===== src/rtl/filter_pkg.sv =====
// filter_pkg: shared arithmetic helper, channel-index width helper and coefficient-select codes.
// Latency: n/a (package only).
// Backpressure: n/a (package only).
package filter_pkg;

    // Coefficient register select codes used by the optional run-time load port.
    typedef enum logic [1:0] {
        COEF_FB   = 2'd0,
        COEF_B0   = 2'd1,
        COEF_B2X  = 2'd3,
        COEF_B1   = 2'd2
    } coef_sel_e;

    // Working width of reduce(). Every product that is passed in must fit in it.
    localparam int RED_W = 32;

    // Channel index width: a single-channel build still carries a 1-bit index.
    function automatic int ch_width(input int n);
        return (n <= 1) ? 1 : $clog2(n);
    endfunction

    // Round-half-up arithmetic right shift: (x + 2^(s-1)) >>> s. Expects s >= 1.
    function automatic logic signed [RED_W-1:0] reduce(input logic signed [RED_W-1:0] x,
                                                       input int                       s);
        logic signed [RED_W-1:0] half;
        half = 32'sd1 <<< (s - 1);
        return (x + half) >>> s;
    endfunction

endpackage


===== src/rtl/filter_iir1_state_ram.sv =====
// filter_iir1_state_ram: per-channel filter state register file (N_CH entries of W bits, flops).
// Latency: combinational read; a write becomes visible after the next clk edge.
// Backpressure: none; one read and one write every cycle, a synchronous clear overrides the write.
//
// Ports: clk, reset_n (async active-low), clear (zero every entry), rd_addr/rd_dat (read),
//        we/wr_addr/wr_dat (write).
module filter_iir1_state_ram #(
    parameter int N_CH = 1,
    parameter int W    = 18,
    parameter int AW   = 1
) (
    input  logic          clk,
    input  logic          reset_n,
    input  logic          clear,
    input  logic [AW-1:0] rd_addr,
    output logic [W-1:0]  rd_dat,
    input  logic          we,
    input  logic [AW-1:0] wr_addr,
    input  logic [W-1:0]  wr_dat
);

    logic [W-1:0] mem [N_CH];

    always_ff @(posedge clk or negedge reset_n) begin
        if (!reset_n) begin
            for (int i = 0; i < N_CH; i++) mem[i] <= '0;
        end else if (clear) begin
            for (int i = 0; i < N_CH; i++) mem[i] <= '0;
        end else if (we) begin
            for (int i = 0; i < N_CH; i++) begin
                if (wr_addr == AW'(i)) mem[i] <= wr_dat;
            end
        end
    end

    // Decoded read so that an index beyond N_CH-1 never addresses a missing row.
    always_comb begin
        rd_dat = '0;
        for (int i = 0; i < N_CH; i++) begin
            if (rd_addr == AW'(i)) rd_dat = mem[i];
        end
    end

endmodule


===== src/rtl/filter_iir1_lowpass_mc.sv =====
// filter_iir1_lowpass_mc: time-multiplexed multi-channel first-order IIR lowpass, clamped unsigned output.
// Latency: 3 cycles from in_valid to out_valid (S0 input reg, S1 state/multiply, S2 add/clamp).
// Backpressure: none; accepts one sample per cycle in any channel order, same-channel back-to-back included.
//
// Ports: clk, reset_n (async active-low), clear (zero all channel state),
//        in_valid/in_ch/in (sample), out_valid/out_ch/out (result, held while out_valid is low).
// Build option: FILTER_IIR_COEF_LOAD_EN adds coef_we/coef_sel/coef_data for run-time FB/B0/B1 loading.
module filter_iir1_lowpass_mc
    import filter_pkg::*;
#(
    parameter int DW   = 6,
    parameter int VW   = 10,
    parameter int CW   = 10,
    parameter int N_CH = 1,
    parameter int FB   = 96,
    parameter int B0   = 16,
    parameter int B1   = 16,
    parameter int AP   = 7,
    parameter int BP   = 7,
    localparam int CHW = ch_width(N_CH)
) (
    input  logic                 clk,
    input  logic                 reset_n,
    input  logic                 clear,
    input  logic                 in_valid,
    input  logic [CHW-1:0]       in_ch,
    input  logic [DW-1:0]        in,
`ifdef FILTER_IIR_COEF_LOAD_EN
    input  logic                 coef_we,
    input  logic [1:0]           coef_sel,
    input  logic signed [CW-1:0] coef_data,
`endif
    output logic                 out_valid,
    output logic [CHW-1:0]       out_ch,
    output logic [DW-1:0]        out
);

    localparam int LW = DW + 2;   // l state width
    localparam int SW = VW + LW;  // packed {r, l} state row
    localparam int PW = CW + VW;  // full product width
    localparam int YW = PW + 1;   // sum width before clamping
    localparam logic signed [YW-1:0] Y_MAX = YW'((1 << DW) - 1);

    // ---------------- coefficients ----------------
    logic signed [CW-1:0] c_fb, c_b0, c_b1;

`ifdef FILTER_IIR_COEF_LOAD_EN
    always_ff @(posedge clk or negedge reset_n) begin
        if (!reset_n) begin
            c_fb <= CW'(FB);
            c_b0 <= CW'(B0);
            c_b1 <= CW'(B1);
        end else if (coef_we) begin
            case (coef_sel_e'(coef_sel))
                COEF_FB: c_fb <= coef_data;
                COEF_B0: c_b0 <= coef_data;
                COEF_B1: c_b1 <= coef_data;
                default: ;
            endcase
        end
    end
`else
    assign c_fb = CW'(FB);
    assign c_b0 = CW'(B0);
    assign c_b1 = CW'(B1);
`endif

    // ---------------- S0: input register ----------------
    logic           s0_vld;
    logic [CHW-1:0] s0_ch;
    logic [DW-1:0]  s0_x;

    always_ff @(posedge clk or negedge reset_n) begin
        if (!reset_n) begin
            s0_vld <= 1'b0;
            s0_ch  <= '0;
            s0_x   <= '0;
        end else begin
            // Out-of-range channels are dropped here so they never touch state or output.
            s0_vld <= in_valid && (int'(in_ch) < N_CH);
            s0_ch  <= in_ch;
            s0_x   <= in;
        end
    end

    // ---------------- S1: state read, multiply, state write ----------------
    logic [SW-1:0]        st_rd;
    logic signed [VW-1:0] r_old, v, r_new;
    logic signed [LW-1:0] l_old, l_new;
    logic signed [PW-1:0] p_fb, p_b0, p_b1;

    assign r_old = st_rd[SW-1:LW];
    assign l_old = st_rd[LW-1:0];
    assign v     = r_old + $signed(VW'(s0_x));  // wraps at VW bits
    assign p_fb  = PW'(c_fb) * PW'(v);
    assign p_b0  = PW'(c_b0) * PW'(v);
    assign p_b1  = PW'(c_b1) * PW'(v);
    assign r_new = VW'(reduce(RED_W'(p_fb), AP));
    assign l_new = LW'(reduce(RED_W'(p_b1), BP));

    // Write lands at the end of this cycle, so a same-channel sample in S1 next cycle
    // reads the updated row directly; clear inside the RAM takes priority over this write.
    filter_iir1_state_ram #(
        .N_CH (N_CH),
        .W    (SW),
        .AW   (CHW)
    ) u_state (
        .clk     (clk),
        .reset_n (reset_n),
        .clear   (clear),
        .rd_addr (s0_ch),
        .rd_dat  (st_rd),
        .we      (s0_vld),
        .wr_addr (s0_ch),
        .wr_dat  ({r_new, l_new})
    );

    logic                 s1_vld;
    logic [CHW-1:0]       s1_ch;
    logic signed [PW-1:0] s1_b0;
    logic signed [LW-1:0] s1_l;

    always_ff @(posedge clk or negedge reset_n) begin
        if (!reset_n) begin
            s1_vld <= 1'b0;
            s1_ch  <= '0;
            s1_b0  <= '0;
            s1_l   <= '0;
        end else begin
            s1_vld <= s0_vld;
            if (s0_vld) begin
                s1_ch <= s0_ch;
                s1_b0 <= PW'(reduce(RED_W'(p_b0), BP));
                s1_l  <= l_old;
            end
        end
    end

    // ---------------- S2: sum, clamp, output register ----------------
    logic signed [YW-1:0] y;
    logic [DW-1:0]        y_clamp;

    always_comb begin
        y = YW'(s1_b0) + YW'(s1_l);
        if (y[YW-1])       y_clamp = '0;
        else if (y > Y_MAX) y_clamp = '1;
        else               y_clamp = y[DW-1:0];
    end

    always_ff @(posedge clk or negedge reset_n) begin
        if (!reset_n) begin
            out_valid <= 1'b0;
            out_ch    <= '0;
            out       <= '0;
        end else begin
            out_valid <= s1_vld;
            if (s1_vld) begin
                out_ch <= s1_ch;
                out    <= y_clamp;
            end
        end
    end

endmodule


===== config.mk =====
export PLATFORM = sky130hd
export DESIGN_NAME = filter_iir1_lowpass_mc
export DESIGN_NICKNAME = d
export VERILOG_FILES = /design/src/rtl/filter_pkg.sv /design/src/rtl/filter_iir1_state_ram.sv /design/src/rtl/filter_iir1_lowpass_mc.sv
export SDC_FILE = /design/constraint.sdc
export NUM_CORES = 1
export LEC_CHECK = 0
export CORE_MARGIN = 5
export CORE_UTILIZATION = 53
export DETAILED_ROUTE_END_ITERATION = 8
export PLACE_DENSITY = 0.71
export SLEW_MARGIN = 20
export SYNTH_ARGS = -nofsm -noshare
export SYNTH_HDL_FRONTEND = slang
export SYNTH_SLANG_ARGS = --single-unit

===== constraint.sdc =====
create_clock -name clk -period 7.13 [get_ports clk]
set_input_delay 1.426 -clock clk [delete_from_list [all_inputs] [get_ports clk]]
set_output_delay 1.426 -clock clk [all_outputs]
set_load 0.02 [all_outputs]

## Yosys cells after proc, flatten, opt, wreduce, memory -nomap -nowiden

Cells that the tools add are included.

| storage, ports and cells | value |
|---|---|
| register bits after elaboration | 52 |
| latch bits | 0 |
| RAM bits | 0 |
| memory bits (read-only) | 0 |
| input bits | 11 |
| output and inout bits | 8 |
| word-level logic and storage cells | 28 |
| memories kept | 0 |

| cells by class | value |
|---|---|
| add/subtract/negate cells | 4 |
| multiply operators | 1 |
| div/mod/pow operators | 0 |
| $lt $le $gt $ge | 2 |
| equal/unequal tests | 1 |
| shifts and indexed selects | 0 |
| multiplexer cells | 6 |
| bitwise operators | 0 |
| reductions and logical operators | 3 |

Operators with widths:

| kind | number |
|---|---|
| 18-bit 2-to-1 mux | 4 |
| 21-bit by 7-bit > comparator with 1-bit output, second input constant | 1 |
| 17-bit by 8-bit adder with 17-bit output, second input constant | 1 |
| 14-bit by 8-bit adder with 15-bit output, second input constant | 1 |
| 3-bit by 10-bit multiplier with 12-bit output, first input constant | 1 |
| 6-bit 2-to-1 mux | 2 |
| 10-bit by 7-bit adder with 10-bit output | 1 |
| 8-bit by 8-bit adder with 9-bit output | 1 |
| 2-bit != test, second input constant | 1 |
| 2-bit AND reduction | 1 |
| 2-bit nonzero test | 1 |
| 1-bit logical AND | 1 |
| 1-bit less-than comparator, second input constant | 1 |

## Depth between registers and ports, before layout

Gate-level depths: netlist of the first run.

| logic depth | value |
|---|---|
| word-level depth | 7 |
| depth in mapped cells | 19 |
| depth with buffers taken out | 17 |

## Modules after synthesis

From an unflattened synthesis of the first run, not the netlist that was laid out.

| unflattened totals | value |
|---|---|
| cells, all modules | 392 |
| area, all modules | 3906.2 sq um |

Modules (own cells, without submodules):

| module | instances | cells each | area an instance (sq um) | seq. area each (sq um) |
|---|---|---|---|---|
| filter_iir1_lowpass_mc | 1 | 293 | 2849.0 | 850.8 |
| filter_iir1_state_ram | 1 | 99 | 1057.3 | 450.4 |

## Least setup slack after synthesis of the first run

Ideal clock, no wire load.

| timing | value |
|---|---|
| path type | register -> register |
| start point | reg s0_ch |
| end point | reg u_state.mem[16] (netlist bit) |
| library setup time | 87 ps |
| arrival time | 4095 ps |
| required time | 7043 ps |
| setup slack | 2948 ps |
| cell stages (with the launch flop) | 19 |
| path buffers | 1 |
| period minus slack after synthesis | 4182 ps |
| path through | dfrtp_1 -> clkbuf_1 -> nor2b_1 -> ha_1 -> fa_1 -> a211oi_1 -> o21ba_2 -> o21bai_2 -> xnor2_2 -> inv_1 -> ha_1 -> ha_1 -> nor2b_1 -> or3b_1 -> nand3_1 -> and2_4 -> nand4_1 -> xor2_1 -> a211oi_2 |

| on the way | value |
|---|---|
| cells in the longest elaborated chain, start to end | 7 |
| elaborated cells on any way between the ends | 9 |
| those cells by class | 2 x add/sub; 1 x mul; 1 x eq/ne; 4 x mux; 1 x reduce/logical |

Ends and longest elaborated chain:

| item | RTL line | RTL |
|---|---|---|
| start, declared | filter_iir1_lowpass_mc.sv:70 | `logic [CHW-1:0] s0_ch;` |
| start signal, assigned | filter_iir1_lowpass_mc.sv:81 | `s0_ch <= in_ch;` |
| 18-bit 2-to-1 mux | filter_iir1_state_ram.sv:40 | `if (rd_addr == AW'(i)) rd_dat = mem[i];` |
| 10-bit by 7-bit adder with 10-bit output | filter_iir1_lowpass_mc.sv:94 | `assign v = r_old + $signed(VW'(s0_x));` |
| 3-bit by 10-bit multiplier with 12-bit output | filter_iir1_lowpass_mc.sv:95 | `assign p_fb = PW'(c_fb) * PW'(v);` |
| 17-bit by 8-bit adder with 17-bit output | filter_pkg.sv:27 | `return (x + half) >>> s;` |
| 18-bit 2-to-1 mux | filter_iir1_state_ram.sv:31 | `if (wr_addr == AW'(i)) mem[i] <= wr_dat;` |
| 18-bit 2-to-1 mux | filter_iir1_state_ram.sv:29 | `end else if (we) begin` |
| 18-bit 2-to-1 mux | filter_iir1_state_ram.sv:27 | `end else if (clear) begin` |
| end signal, assigned by index | filter_iir1_state_ram.sv:31 |  |
| end, declared | filter_iir1_state_ram.sv:22 | `logic [W-1:0] mem [N_CH];` |

Several ways; a longest one is shown, not always the timed one. The select of a mux whose other input is x is not followed.
A chain may end at the register's enable or synchronous reset.

## Worst setup path after layout of the first run

Same ends and word-level chain as after synthesis.

==> flow_summary_export.csv, run 1 <==
group,metric,value,unit
clocking,numCtsBuffers,5,
placed_design,gp_congestion,0.900,
synth,synth.net_count,401,
synth,async_flop_share,1.00,
timing,max_freq,0.224,GHz
routing,vias,2660,
run_status,status,"finished, final reports clean",
routing,dr.pass1.iters,4,
timing,finalWorstSetupSlack,2670,ps
placed_design,place_area,3740,um^2
clocking,post-cts-setup-buffer-count,0,
timing,final_hold_viol_count,0,
worst_setup_path,cp_max_fo,15,
worst_setup_path,critPathRequiredTime,7350,ps
timing,finalSetupViolCount,0,
final_layout,nets,416,
final_layout,fillerInstances,582,
die,io_pins,19,
clocking,clk_pin_slew,90,ps
run,drv_cap,0,
worst_setup_path,r2r_cells,17,
power_and_ir_drop,powerDensity,220,nW/um^2
global_routing,grt_max_degree,53,
die,core,6390,um^2
global_routing,grt_usage,0.180,
timing,min_period,4460,ps
worst_setup_path,arrival,4690,ps
power_and_ir_drop,finalPower,853,uW
global_routing,first_global_vias,2644,
routing,avgViaCountPerCell,5.90,
worst_setup_path,startpoint,"s0_ch",
placed_design,port_buffers,18,
final_layout,post_route_cells_drive_above_1_share,0.115,
timing,fin_crit_sh,0.626,
synth,ys_warn_count,0,
timing,slew_headroom,0.565,
worst_setup_path,rr_endpoint,"u_state.mem[16]",
synth,synth-edff-count,0,
timing,tightest_slew,652,ps
clocking,cts_hold_buffers,0,
die,rows,29,
final_layout,finish.instance_area,3870,um^2
routing,drt_iter0_drc,96,
worst_setup_path,r2r_start,"s0_ch",
die,start_util,0.548,
routing,drc,0,
global_routing,overflow,0,
global_routing,grt_pass1_wl,12.4,mm
power_and_ir_drop,peakVddDrop,0.145,mV
timing,setup_tns,0,ps
synth,ys_ff_latch,52,
clocking,clock_latency,300,ps
worst_setup_path,reg2reg_slack,2670,ps
routing,ant_nets,0,
die,die_h,91.2,um
final_layout,areaGrowthSynthToFinish,10.7,%
final_layout,multiInputGateArea,2080,um^2
die,design.die.area,8330,um^2
timing,rsz0062_at_grt,"false",
global_routing,antenna_found_initial,0,
min_path,worstHoldPathType,"flip-flop to flip-flop",
worst_setup_path,path_class,"flip-flop to flip-flop",
clocking,htreeDepth,2,
synth,synth_ff_type,"dfrtp_1",
synth,seq_area_frac_synth,0.372,
synth,synth_cell_types,59,
clocking,cts.sink_count,52,
clocking,cts_resized,0,
power_and_ir_drop,leakage,0.00172,uW
placed_design,place_hpwl,5.35,mm
clocking,cts_tree,"built",
routing,routed_wl,7.08,mm
synth,synth.avg_cell_area,9.74,um^2
final_layout,n_antenna_cell,0,
worst_setup_path,cp-end-kind,"flip-flop",
final_layout,regArea,1300,um^2
final_layout,final_common_cell,"dfrtp_1",
placed_design,pre_cts_ws,2690,ps
timing,finClkSkew,5.65,ps
die,die_w,91.2,um
synth,synth_cells,359,
routing,wl_per_cell,15.7,um
worst_setup_path,setup.worst_path.start_class,"flip-flop",
clocking,clk_root_buffer_cell,"clkbuf_8",
final_layout,layout_common_cells,"dfrtp_1 (52), nor2_1 (28), ha_1 (28), nor2b_1 (23), a21oi_1 (19)",
synth,synthesis.area,3500,um^2
clocking,clock_path_buffers,2,
worst_setup_path,crit_end,"u_state.mem[16]",
timing,slew_viol_final,0,
==> sequential cells by signal, summed over array words and instances (netlist names) <==
register / count
u_state.mem: 18
s1_b0: 8
s1_l: 8
out: 6
s0_x: 6
out_ch: 1
out_valid: 1
s0_ch: 1
s0_vld: 1
s1_ch: 1
s1_vld: 1
==> per-layer routing <==
metal | part of all wire | global-route usage
met4 | 0.018 | 0.0587
met1 | 0.47 | 0.239
met2 | 0.48 | 0.300
met5 | 0 | 0
met3 | 0.031 | 0.0281
==> through the flow <==
stage	std cells	hold WS, ps	util
finish	451	419	0.606
CTS	451	423	0.606
floorplan	359	352	-
global placement	444	395	0.586
global route	451	433	0.606
detailed placement	444	402	0.586
==> how the worst min path moves through the flow <==
stage	startpoint	to	slack, ps	cells past startpoint
2_1_floorplan	s0_vld	s1_vld	350	0
3_3_place_gp	s1_vld	out_valid	400	0
3_5_place_dp	s1_vld	out_valid	400	0
4_1_cts	s1_vld	out_valid	420	0
5_1_grt	s1_vld	out_valid	430	0
6_report	s1_vld	out_valid	420	0
==> kinds of logic (layout without fill, tap and decap cells) <==
group	count (synthesis)	after routing	share of synthesized area
adder cells (fa/ha/maj)	31	31	0.117
AND/OR/NAND/NOR	118	118	0.178
XOR/XNOR	27	27	0.0751
AO/OA/AOI/OAI	96	96	0.206
buffers and inverters	29	44	0.0325
flip-flops	52	52	0.372
multiplexers	6	6	0.0186
==> Yosys cell counts (all sizes together), types with 4 or more instances <==
library cell	number	area [um^2]
nor3	6	35.0
clkbuf	11	41.3
a21o	6	45.0
nand3	17	85.1
xnor2	17	175
a221o	6	60.1
dfrtp	52	1300
ha	28	350
a211oi	13	103
a31o	10	87.6
nand2	18	67.6
nor2	29	111
xor2	10	87.6
a21oi	23	130
mux2	4	45.0
o21ai	13	65.1
nor2b	23	144
inv	15	56.3
o211ai	4	30.0
==> area by class of cell <==
class | count | share of cell area
Timing Repair Buffer | 22 | 0.0530
Inverter | 15 | 0.0145
Sequential cell | 52 | 0.336
Clock inverter | 2 | 0.0155
Tap cell | 77 | 0.0249
Multi-Input combinational cell | 278 | 0.538
Clock buffer | 5 | 0.0178
==> critical path, cell delays in order, from the launching register on <==
cell and delay, ps:
dfrtp_1 680, nor2b_1 110, ha_1 240, fa_1 430
a211oi_1 290, o21ba_2 240, o21bai_2 80, xnor2_2 290
inv_1 100, ha_1 290, ha_1 360, nor2b_1 160
or3b_1 360, nand3_1 140, and2_4 180, nand4_1 80
xor2_1 170, a211oi_2 210
==> report_power, final <==
group	internal (uW)	leakage, uW	switching [uW]	total, uW
Sequential	322	0.000676	17.2	339
Combinational	126	0.000982	155	281
Clock	138	0.0000642	95.0	233
Power figures use the tool's default switching activity.
==> run 2: changes to the inputs <==
- clock period: 7.13 -> 4.4 ns (I/O delays scaled with it)
==> run 2 against run 1 <==
Effect of this change:
- largest power group unchanged
- combinational power rose by 65%
- routed wire length rose by 2.2%
- via count fell by 0.90%
- highest routed layer unchanged
==> flow_summary_export.csv, run 2 (synthesis results as in run 1) <==
group,metric,value,unit
power_and_ir_drop,powerDensity,355,nW/um^2
die,design.die.area,8330,um^2
worst_setup_path,critPathRequiredTime,4610,ps
routing,wl_per_cell,15.9,um
global_routing,gr-usage-met3,0.0248,
power_and_ir_drop,power.net_switching,437,uW
routing,ant_nets,0,
final_layout,areaGrowthSynthToFinish,11.9,%
power_and_ir_drop,internal-power,955,uW
clocking,numCtsBuffers,5,
clocking,cts_tree,"built",
min_path,worstHoldPathType,"flip-flop to flip-flop",
final_layout,n_antenna_cell,0,
clocking,cts_hold_buffers,0,
die,rows,29,
timing,final_hold_viol_count,0,
timing,finClkSkew,6.02,ps
timing,max_freq,0.243,GHz
global_routing,grt_usage,0.183,
die,die_h,91.2,um
final_layout,layout_common_cells,"dfrtp_1 (51), nor2_1 (28), ha_1 (28), nor2b_1 (23)",
clocking,cts.sink_count,52,
global_routing,first_global_vias,2642,
timing,setup_tns,0,ps
worst_setup_path,cp_max_fo,11,
routing,drt_iter0_drc,104,
final_layout,finish.instance_area,3920,um^2
routing,dr.pass1.iters,4,
timing,slew_viol_final,0,
routing,avgViaCountPerCell,5.79,
power_and_ir_drop,finalPower,1390,uW
global_routing,antenna_found_initial,0,
power_and_ir_drop,power.share.combinational,0.334,
clocking,clock_path_buffers,2,
timing,rsz0062_at_grt,"false",
timing,tightest_slew,797,ps
die,die_w,91.2,um
global_routing,grt_pass1_wl,12.7,mm
clocking,htreeDepth,2,
global_routing,grt_max_degree,36,
routing,drc,0,
timing,min_period,4120,ps
placed_design,gp_congestion,0.831,
final_layout,largest_reg_flops,18,
timing,finalSetupViolCount,0,
worst_setup_path,path_class,"flip-flop to flip-flop",
die,core,6390,um^2
final_layout,top_register,"u_state.mem",
final_layout,nets,420,
worst_setup_path,arrival,4320,ps
routing,vias,2636,
routing,routed_wl,7.24,mm
global_routing,overflow,0,
timing,finalWorstSetupSlack,285,ps
placed_design,pre_cts_ws,79.8,ps
final_layout,top_regs,"u_state.mem x18, s1_b0 x8, s1_l x8",
global_routing,top_usage_layer,"met2",
clocking,clock_latency,300,ps
power_and_ir_drop,power.share.switching,0.314,
power_and_ir_drop,leakage,0.00173,uW
placed_design,place_hpwl,5.55,mm
timing,fin_crit_sh,0.935,
power_and_ir_drop,peakVddDrop,0.243,mV
placed_design,port_buffers,18,
final_layout,final_common_cell,"dfrtp_1",
power_and_ir_drop,seqPwrFrac,0.395,
final_layout,post_route_cells_drive_above_1_share,0.135,
timing,holdWs,424,ps
die,io_pins,19,
run_status,status,"finished, final reports clean",
power_and_ir_drop,p_clk_frac,0.271,
die,start_util,0.548,
worst_setup_path,cp-end-kind,"flip-flop",
global_routing,gr-usage-met1,0.247,
run,drv_cap,0,
worst_setup_path,setup.worst_path.start_class,"flip-flop",
global_routing,grt_use_met2,0.303,
placed_design,place_area,3760,um^2
clocking,clk_root_buffer_cell,"clkbuf_8",
timing,slew_headroom,0.467,
clocking,clk_pin_slew,90,ps
[run 2: cell types whose count changed in the layout (fill, tap and decap cells not counted)]
cell,change
mux2i_1,-1
mux2i_2,+1
dfrtp_2,+1
a21oi_1,-1
buf_4,+4
a21oi_2,+1
a211oi_1,-1
a211oi_2,+1
o21ai_0,-1
dfrtp_1,-1
o21ai_1,+1
[run 2: per-layer routing]
| layer | routed length, um | vias to the layer above | share of wire |
|---|---|---|---|
| li1 | - | 1343 | - |
| met1 | 3450 | 1246 | 0.48 |
| met2 | 3440 | 37 | 0.48 |
| met3 | 219 | 10 | 0.030 |
| met4 | 125 | 0 | 0.017 |
| met5 | 0 | - | 0 |
[run 2: path summary, 6_finish.rpt]
path | startpoint | end | slack [ps] | depth (start not counted)
hold / removal | s1_vld | out_valid | 420 | 0
max in group asynchronous | reset_n | s0_ch | 3100 | 2
min in group asynchronous | reset_n | out[0] | 510 | 1
setup reg to reg | s0_ch | u_state.mem[16] | 280 | 15
hold reg to reg | s1_vld | out_valid | 420 | 0
setup / recovery | s0_ch | u_state.mem[16] | 280 | 15
[run 2: worst max-delay path, cell delays in order, from the launching register on]
cell	delay, ps
dfrtp_2	500
nor2b_1	90
ha_1	220
fa_1	440
a21o_1	190
a21oi_2	230
xnor2_4	180
ha_1	280
ha_1	330
a211o_1	360
a2111oi_0	330
nand3b_1	210
and2_4	180
nand4_1	90
xor2_1	170
a211oi_2	230
[run 2: power by group through the flow]
stage	registers [uW]	logic, uW	clock network (uW)
2_1_floorplan	576	313	0
3_3_place_gp	559	454	0
3_5_place_dp	560	465	0
4_1_cts	550	468	388
5_1_grt	556	517	402
6_report	550	465	377
[run 2: area by class of cell]
type / count / area, um^2
Fill cell: 559 / 2470
Multi-Input combinational cell: 278 / 2100
Sequential cell: 52 / 1300
Timing Repair Buffer: 26 / 235
Tap cell: 77 / 96.3
Clock buffer: 5 / 68.8
Clock inverter: 2 / 60.1
Inverter: 15 / 56.3
[run 2: what timing repair did]
item / CTS / global route
buffers inserted: 0 / 1
resized for setup: 0 / 5
setup endpoints to repair: 0 / 5
[run 2: through the flow]
stage / utilization / cells
finish: 0.613 / 455
global route: 0.613 / 455
CTS: 0.610 / 454
detailed placement: 0.590 / 447
global placement: 0.590 / 447
floorplan: - / 359
